<file path="config.mk">
export PLATFORM = sky130hd
export DESIGN_NAME = sub64_serial_flat
export DESIGN_NICKNAME = d
export VERILOG_FILES = /design/src/rtl/sub64_serial_if.sv /design/src/rtl/sub64_serial.sv /design/src/flat_wrapper.sv
export SDC_FILE = /design/constraint.sdc
export NUM_CORES = 1
export LEC_CHECK = 0
export CAP_MARGIN = 20
export CORE_MARGIN = 2
export CORE_UTILIZATION = 60
export CTS_CLUSTER_SIZE = 10
export DETAILED_ROUTE_END_ITERATION = 10
export DONT_BUFFER_PORTS = 1
export GPL_TIMING_DRIVEN = 0
export PLACE_DENSITY = 0.76
export RECOVER_POWER = 50
export SYNTH_ARGS = -nofsm -noshare
export SYNTH_HDL_FRONTEND = slang
export SYNTH_SLANG_ARGS = --single-unit
export TNS_END_PERCENT = 30
</file>
<file path="constraint.sdc">
create_clock -name clock -period 7 [get_ports clock]
set_input_delay 2.1 -clock clock [delete_from_list [all_inputs] [get_ports clock]]
set_output_delay 2.1 -clock clock [all_outputs]
set_load 0.05 [all_outputs]
</file>
<file path="src/rtl/sub64_serial_if.sv">
// Handshake and operand/result bundle for the slice-serial subtractor.
interface sub64_serial_if #(
  parameter int WIDTH = 64
);
  logic             start;
  logic [WIDTH-1:0] op1;
  logic [WIDTH-1:0] op2;
  logic [WIDTH-1:0] diff;
  logic             borrow;
  logic             busy;
  logic             done;

  modport master (output start, op1, op2, input diff, borrow, busy, done);
  modport slave  (input start, op1, op2, output diff, borrow, busy, done);
endinterface

</file>
<file path="src/rtl/sub64_serial.sv">
// Slice-serial subtractor: op1 - op2 computed SLICE bits per clock through one
// ripple slice; the result and borrow are published together with a done pulse.

module sub64_slice #(
  parameter int SLICE = 8
) (
  input  logic [SLICE-1:0] a,
  input  logic [SLICE-1:0] b,
  input  logic             ci,
  output logic [SLICE-1:0] s,
  output logic             co
);
  logic [SLICE:0] cy;

  assign cy[0] = ci;
  for (genvar i = 0; i < SLICE; i++) begin : g_bit
    assign s[i]    = a[i] ^ b[i] ^ cy[i];
    assign cy[i+1] = (a[i] & b[i]) | (cy[i] & (a[i] ^ b[i]));
  end
  assign co = cy[SLICE];
endmodule

module sub64_serial #(
  parameter int WIDTH = 64,
  parameter int SLICE = 8
) (
  input  logic         clock,
  input  logic         reset,
  sub64_serial_if.slave bus
);
  localparam int NSLICE = WIDTH / SLICE;
  localparam int KW     = (NSLICE > 1) ? $clog2(NSLICE) : 1;

  if (SLICE < 1 || (WIDTH % SLICE) != 0) begin : g_bad_slice
    $error("sub64_serial: WIDTH must be a positive multiple of SLICE");
  end

  typedef enum logic [1:0] {IDLE, RUN, DONE} state_t;

  state_t           state, state_nx;
  logic [WIDTH-1:0] a, b, shadow, shadow_nx, diff_q;
  logic [KW-1:0]    k;
  logic             carry, borrow_q;
  logic [SLICE-1:0] sa, sb, s;
  logic             c, accept, last;

  // Subtraction as a + ~b + 1: b is stored inverted and carry starts at 1.
  assign sa   = a[k*SLICE +: SLICE];
  assign sb   = b[k*SLICE +: SLICE];
  assign last = (k == KW'(NSLICE - 1));

  sub64_slice #(.SLICE(SLICE)) u_slice (
    .a  (sa),
    .b  (sb),
    .ci (carry),
    .s  (s),
    .co (c)
  );

  // Merging the current slice lets the last edge publish the full result.
  always_comb begin
    shadow_nx = shadow;
    shadow_nx[k*SLICE +: SLICE] = s;
  end

  always_ff @(posedge clock or negedge reset) begin
    if (!reset) state <= IDLE;
    else        state <= state_nx;
  end

  always_comb begin
    state_nx = state;
    accept   = 1'b0;
    case (state)
      IDLE: if (bus.start) begin
        accept   = 1'b1;
        state_nx = RUN;
      end
      RUN:  if (last) state_nx = DONE;
      DONE: if (bus.start) begin
        accept   = 1'b1;
        state_nx = RUN;
      end else begin
        state_nx = IDLE;
      end
      default: state_nx = IDLE;
    endcase
  end

  always_ff @(posedge clock or negedge reset) begin
    if (!reset) begin
      a        <= '0;
      b        <= '0;
      shadow   <= '0;
      diff_q   <= '0;
      k        <= '0;
      carry    <= 1'b0;
      borrow_q <= 1'b0;
    end else if (accept) begin
      a     <= bus.op1;
      b     <= ~bus.op2;
      carry <= 1'b1;
      k     <= '0;
    end else if (state == RUN) begin
      shadow <= shadow_nx;
      carry  <= c;
      k      <= k + 1'b1;
      if (last) begin
        diff_q   <= shadow_nx;
        borrow_q <= ~c;
      end
    end
  end

  assign bus.diff   = diff_q;
  assign bus.borrow = borrow_q;
  assign bus.busy   = (state == RUN);
  assign bus.done   = (state == DONE);
endmodule

</file>
<file path="src/flat_wrapper.sv">
// flat-port wrapper written by rule: the top's interface ports become plain ports
module sub64_serial_flat 
#(
  parameter int WIDTH = 64,
  parameter int SLICE = 8
)
  (clock, reset, bus_start, bus_op1, bus_op2, bus_diff, bus_borrow, bus_busy, bus_done);
  sub64_serial_if #(.WIDTH(WIDTH)) bus_i ();
  input  logic clock;
  input  logic reset;
  input wire logic [$bits(bus_i.start)-1:0] bus_start;
  input wire logic [$bits(bus_i.op1)-1:0] bus_op1;
  input wire logic [$bits(bus_i.op2)-1:0] bus_op2;
  output wire logic [$bits(bus_i.diff)-1:0] bus_diff;
  output wire logic [$bits(bus_i.borrow)-1:0] bus_borrow;
  output wire logic [$bits(bus_i.busy)-1:0] bus_busy;
  output wire logic [$bits(bus_i.done)-1:0] bus_done;
  assign bus_i.start = bus_start;
  assign bus_i.op1 = bus_op1;
  assign bus_i.op2 = bus_op2;
  assign bus_diff = bus_i.diff;
  assign bus_borrow = bus_i.borrow;
  assign bus_busy = bus_i.busy;
  assign bus_done = bus_i.done;
  sub64_serial #(.WIDTH(WIDTH), .SLICE(SLICE)) u_core (.clock(clock), .reset(reset), .bus(bus_i));
endmodule
</file>
* Word-level counts from Yosys, hierarchy flattened
Cells that the tools add are included.
Word-level totals: bits of input ports 131, bits in registers 263, word-level logic and storage cells 79, output and inout bits 67
Operators by class: bitwise gates (word level) 43, add/subtract/negate cells 2, reductions and logical operators 6, eq/ne operators 5, multiplexer cells 11, shift-type cells 4
Operators with widths (number):
- $shiftx 64x7->8 | 2
- $bwmux 64 | 1
- $not 64->64 | 1
- $shift 8x34->64 const A | 1
- $shiftx 8x34->64 | 1
- $neg 6->34 | 1
- $and 1x1->1 | 16
- $xor 1x1->1 | 16
- $or 1x1->1 | 8
- $mux 3 | 2
- $pmux 2 s3 | 1
- $mux 1 | 5
- $mux 2 | 2
- $reduce_and 2->1 | 2
- $add 3x1->3 const B | 1
- $eq 3x3->1 const B | 1
- $reduce_and 3->1 | 1
- $eq 2x1->1 const B | 1
- $eq 2x2->1 const B | 1
- $logic_not 2->1 | 1
- $ne 2x1->1 const B | 1
- $ne 2x2->1 const B | 1
- $not 1->1 | 2
- $reduce_bool 2->1 | 1
- $reduce_or 2->1 | 1

* Logic depth before layout (Yosys ltp)
word-level depth 20, gate-level depth with buffers 18, mapped depth without buffers 16

* Hierarchy
Synthesis repeated with hierarchy kept, for this count alone.
Unflattened totals: cells, all modules 1121, area, all modules 11841.4 um^2
Modules (own cells, without submodules):
- sub64_serial | seq. area each 6581.3 um^2, cells each 1103, area each 11643.7 um^2, times used 1
- sub64_slice | seq. area each 0.0 um^2, cells each 18, area each 197.7 um^2, times used 1

* Least setup slack after synthesis
No wires, ideal clock.
kind register to register, start point register u_core.k[2], end point register u_core.shadow[15], data arrival time 4.725 ns, setup time 0.125 ns, stages on the path, launching flop included 18, buffers on the path 2, required time 6.875 ns, setup slack 2.151 ns, cell sequence dfrtp_1 buf_2 inv_2 buf_1 mux2i_1 fa_1 fa_1 fa_1 fa_1 fa_1 inv_1 fa_1 inv_1 fa_1 inv_1 fa_1 and3b_1 mux2_2
Between the ends: word-level cells in the longest chain between the ends 19, elaborated cells on any way between the ends 43, classes of those cells 1 x add/sub; 4 x shift; 1 x mux; 37 x bitwise
RTL lines:
- start, declared | RTL line sub64_serial.sv:42 | logic [KW-1:0] k;
- start signal, assigned | RTL line sub64_serial.sv:107 | k <= k + 1'b1;
- $shiftx 64x7->8 (on tied branches) | RTL line sub64_serial.sv:48, sub64_serial.sv:49
- $xor 1x1->1 | RTL line sub64_serial.sv:17, sub64_serial.sv:18
- $and 1x1->1 | RTL line sub64_serial.sv:18 | assign cy[i+1] = (a[i] & b[i]) | (cy[i] & (a[i] ^ b[i]));
- $or 1x1->1 | RTL line sub64_serial.sv:18
- $and 1x1->1 | RTL line sub64_serial.sv:18
- $or 1x1->1 | RTL line sub64_serial.sv:18
- $and 1x1->1 | RTL line sub64_serial.sv:18
- $or 1x1->1 | RTL line sub64_serial.sv:18
- [... 3 more ...]
- $or 1x1->1 | RTL line sub64_serial.sv:18
- $and 1x1->1 | RTL line sub64_serial.sv:18
- $or 1x1->1 | RTL line sub64_serial.sv:18
- $and 1x1->1 | RTL line sub64_serial.sv:18
- $or 1x1->1 | RTL line sub64_serial.sv:18
- $xor 1x1->1 | RTL line sub64_serial.sv:17 | assign s[i] = a[i] ^ b[i] ^ cy[i];
- $shiftx 8x34->64 | RTL line sub64_serial.sv:63 | shadow_nx[k*SLICE +: SLICE] = s;
- $bwmux 64 * | RTL line sub64_serial.sv:63
- end signal, assigned | RTL line sub64_serial.sv:105 | shadow <= shadow_nx;
- end, declared | RTL line sub64_serial.sv:41 | logic [WIDTH-1:0] a, b, shadow, shadow_nx, diff_q;
Mark *: on every way between the ends. The rest lies on a longest branch, timed or not. A chain may end at the register's enable or synchronous reset.

* Worst setup path in the final report
start point register u_core.k[1], end point register u_core.diff_q[30], in the netlist u_core.bus.diff[30]
Between the ends: word-level cells in the longest chain between the ends 19, elaborated cells on any way between the ends 45, classes of those cells 1 x add/sub; 1 x eq/ne; 4 x shift; 1 x mux; 37 x bitwise; 1 x reduce/logical
RTL lines:
- $shiftx 64x7->8 (on tied branches) | RTL line sub64_serial.sv:48, sub64_serial.sv:49
- $xor 1x1->1 | RTL line sub64_serial.sv:17, sub64_serial.sv:18
- $and 1x1->1 | RTL line sub64_serial.sv:18
- $or 1x1->1 | RTL line sub64_serial.sv:18
- $and 1x1->1 | RTL line sub64_serial.sv:18
- $or 1x1->1 | RTL line sub64_serial.sv:18
- $and 1x1->1 | RTL line sub64_serial.sv:18
- $or 1x1->1 | RTL line sub64_serial.sv:18
- [... 3 more ...]
- $or 1x1->1 | RTL line sub64_serial.sv:18
- $and 1x1->1 | RTL line sub64_serial.sv:18
- $or 1x1->1 | RTL line sub64_serial.sv:18
- $and 1x1->1 | RTL line sub64_serial.sv:18
- $or 1x1->1 | RTL line sub64_serial.sv:18
- $xor 1x1->1 | RTL line sub64_serial.sv:17
- $shiftx 8x34->64 | RTL line sub64_serial.sv:63
- $bwmux 64 | RTL line sub64_serial.sv:63
- end signal, assigned | RTL line sub64_serial.sv:109 | diff_q <= shadow_nx;
- end, declared | RTL line sub64_serial.sv:41
Several ways; a longest one is shown, not always the timed one.

==> results_dict.tcl <==
set metrics [dict create \
    synthTopCellsByArea "dfrtp_1, nand2_1, mux4_2" \
    setup_tns_ps 0 \
    synth_top_cell_area_share_pct 55.4 \
    max-cap-violations 0 \
    synth_seq_cells 263 \
    dieArea_um2 20900 \
    synthCells 1111 \
    yosys_warnings 0 \
    timing.rr.end "u_core.bus.diff[30]$_DFFE_PN0P_" \
    ys.flop_type "dfrtp_1" \
    synth-edff-count 0 \
    grt_pass1_wl_mm 47.5 \
    synth-async-reset-ratio_pct 100 \
    fin_crit_ps 6000 \
    start_kind "flop" \
    synth_top_cell_by_area "dfrtp_1" \
    port_buffers 0 \
    postSynthAreaPerCell_um2 10.7 \
    clock_sinks 263 \
    rsz0062_at_grt "false" \
    setup_viol 0 \
    tightest_slew_ps 1130 \
    grt-ovfl-total 0 \
    worst-r2r-cell-count 16 \
    firstDrtPassIters 5 \
    insertion_delay_ps 540 \
    path_common_cell "fa_1" \
    status "complete, no violations" \
    critPathMaxFanout 10 \
    totalWireLength_mm 30.1 \
    layout.nets 1286 \
    max_slew_margin_pct 24.4 \
    crit_type "reg -> reg" \
    antenna_found_initial 1 \
    wire_per_inst_um 21.4 \
    fin_worst_skew_ps 7.88 \
    critPathBufInv 4 \
    drive_gt1_share_pct 12.6 \
    critPathLaunch "u_core.k[1]$_DFFE_PN0P_" \
    cts_tree "done" \
    fmax_mhz 167 \
    syn_to_final_growth_pct 9.57 \
    r2r-start "u_core.k[1]$_DFFE_PN0P_" \
    dp_hpwl_mm 20.7 \
    min_from "u_core.a[13]$_DFFE_PN0P_" \
    gp_congestion 0.858 \
    numCtsBuffers 30 \
    fin_crit_sh_pct 85.8 \
    cts_resized 0 \
    mostFrequentLayoutCells "nand2_1, dfrtp_1, o21ai_0, clkbuf_1, nor2_1" \
    via_per_inst 6.03 \
    path_cells "buf_2 > clkbuf_1 > mux4_2 > mux2i_1 > fa_1 > fa_1 > fa_1 > fa_1 > fa_1 > inv_1 > fa_1 > inv_1 > fa_1 > nor3b_1 > mux2i_1 > o21ai_0" \
    cts_root_buffer "clkbuf_16" \
    holdPathEnd "u_core.a[13]$_DFFE_PN0P_" \
    maxSlewViolCount 0 \
    cp.required_ps 7450 \
    drtIter0Drc 584 \
    ys_seq_area_share_pct 55.4 \
    critPathMaxStageDelay_ps 780 \
    die_y_um 145 \
    pin_count 198 \
    ctsHtreeMaxLevel 1 \
    cp_top_family "adder cells" \
    rows 51 \
    worstHoldPathType "reg -> reg" \
    clockBufferDepth 3 \
    drc 0 \
    stdcell_area_um2 13000 \
    final_common_cell "nand2_1" \
    fill_cells 1497 \
    arrival_ps 6450 \
    start_util_pct 61.0 \
    grt_pass1_vias 8822 \
    core_um2 19500 \
    hold_viol_final 0 \
    reg2reg_slack_ps 1000 \
    final_antenna_net_count 0 \
    cp-end-kind "flop" \
    die_w_um 145 \
    grt.total_usage_pct 29.7 \
    post_cts_buffers 0 \
    post_dp_cell_area_um2 12200 \
    ctsHoldBuffers 0 \
    num_vias 8517 \
    synthDistinctLibCells 43 \
    synth_area_um2 11900 \
    grt_max_degree 264 \
    path_clk_slew_ps 60 \
    cp_slowest_cell "nor3b_1" \
    hold_path_depth 2 \
    syn-num-nets 1254 \
]
==> cells in the mapped netlist, types with 4 or more instances <==
cell type	n
dfrtp_1	263
or2_2	8
buf_2	14
nor2b_1	4
nand2b_1	6
mux2_2	43
a21oi_1	7
nor2_1	46
nand3b_1	13
nor3b_1	7
or4_1	9
mux4_2	32
mux2i_1	44
ha_1	4
buf_1	4
fa_1	8
nand2_1	305
o31ai_1	23
o21ai_0	116
or3_1	7
mux2_4	8
a31oi_1	34
inv_1	16
clkbuf_1	61
==> worst max path at each step <==
stage                                           end  slack [ps]  cells past startpoint
floorplan             u_core.shadow[15]$_DFFE_PN0P_        2150                     17
global placement    u_core.bus.diff[46]$_DFFE_PN0P_        1230                     16
detailed placement  u_core.bus.diff[30]$_DFFE_PN0P_        1120                     16
CTS                 u_core.bus.diff[30]$_DFFE_PN0P_        1070                     16
global route        u_core.bus.diff[30]$_DFFE_PN0P_         740                     16
finish              u_core.bus.diff[30]$_DFFE_PN0P_        1000                     16
==> registers in the layout, indices dropped and copies added (netlist names) <==
| signal | count |
|---|---|
| u_core.a | 64 |
| u_core.bus.borrow | 1 |
| u_core.b | 64 |
| u_core.bus.diff | 64 |
| u_core.shadow | 64 |
| u_core.state | 2 |
| u_core.carry | 1 |
| u_core.k | 3 |
==> stage by stage <==
| step | std cells | hold WS (ps) | util, % | setup WS (ps) |
|---|---|---|---|---|
| 5_1_grt | 1411 | 486 | 66.8 | 741 |
| 2_1_floorplan | 1111 | 440 | - | 2150 |
| 4_1_cts | 1411 | 472 | 66.8 | 1070 |
| 3_5_place_dp | 1376 | 458 | 62.7 | 1120 |
| 3_3_place_gp | 1376 | 454 | 62.7 | 1230 |
| 6_report | 1412 | 471 | 66.9 | 996 |
==> worst register-to-register path: cells and delay by family, from the launching register on <==
| family | cells | cell delay (ps) |
|---|---|---|
| muxes | 3 | 650 |
| AOI/OAI and AO/OA | 1 | 200 |
| and+or+nand+nor | 1 | 780 |
| adders and majority gates | 7 | 2830 |
| DFF | 1 | 360 |
| buffers and inverters | 4 | 1100 |
==> metal layers <==
metal | track usage, % | share of wire [%] | up-vias
met3 | 7.80 | 8.5 | 62
met5 | 0 | 0.043 | -
met4 | 8.64 | 2.6 | 2
met1 | 39.3 | 40 | 4253
met2 | 48.9 | 48 | 335
li1 | - | - | 3865
==> final cells by class <==
type	instances	area [um2]	share of cell area, %
flip-flops and latches	263	6580	50.6
multi-input cells	749	4890	37.6
clock buffers	34	797	6.13
plain buffers	81	337	2.59
well taps	265	332	2.55
inverters	18	67.6	0.519
clock inverters	1	5.00	0.0385
diodes	1	2.50	0.0192
==> kinds of logic after synthesis <==
logic type,after synthesis,synth area share [%]
and+or+nand+nor,421,15.5
DFF,263,55.4
AOI/OAI and AO/OA,189,9.06
muxes,127,14.9
buffers and inverters,99,3.40
adders and majority gates,12,1.77
Power is left out: the tool's default activity adds up to more than one toggle a clock period on the data nets, which glitch-free logic cannot reach.
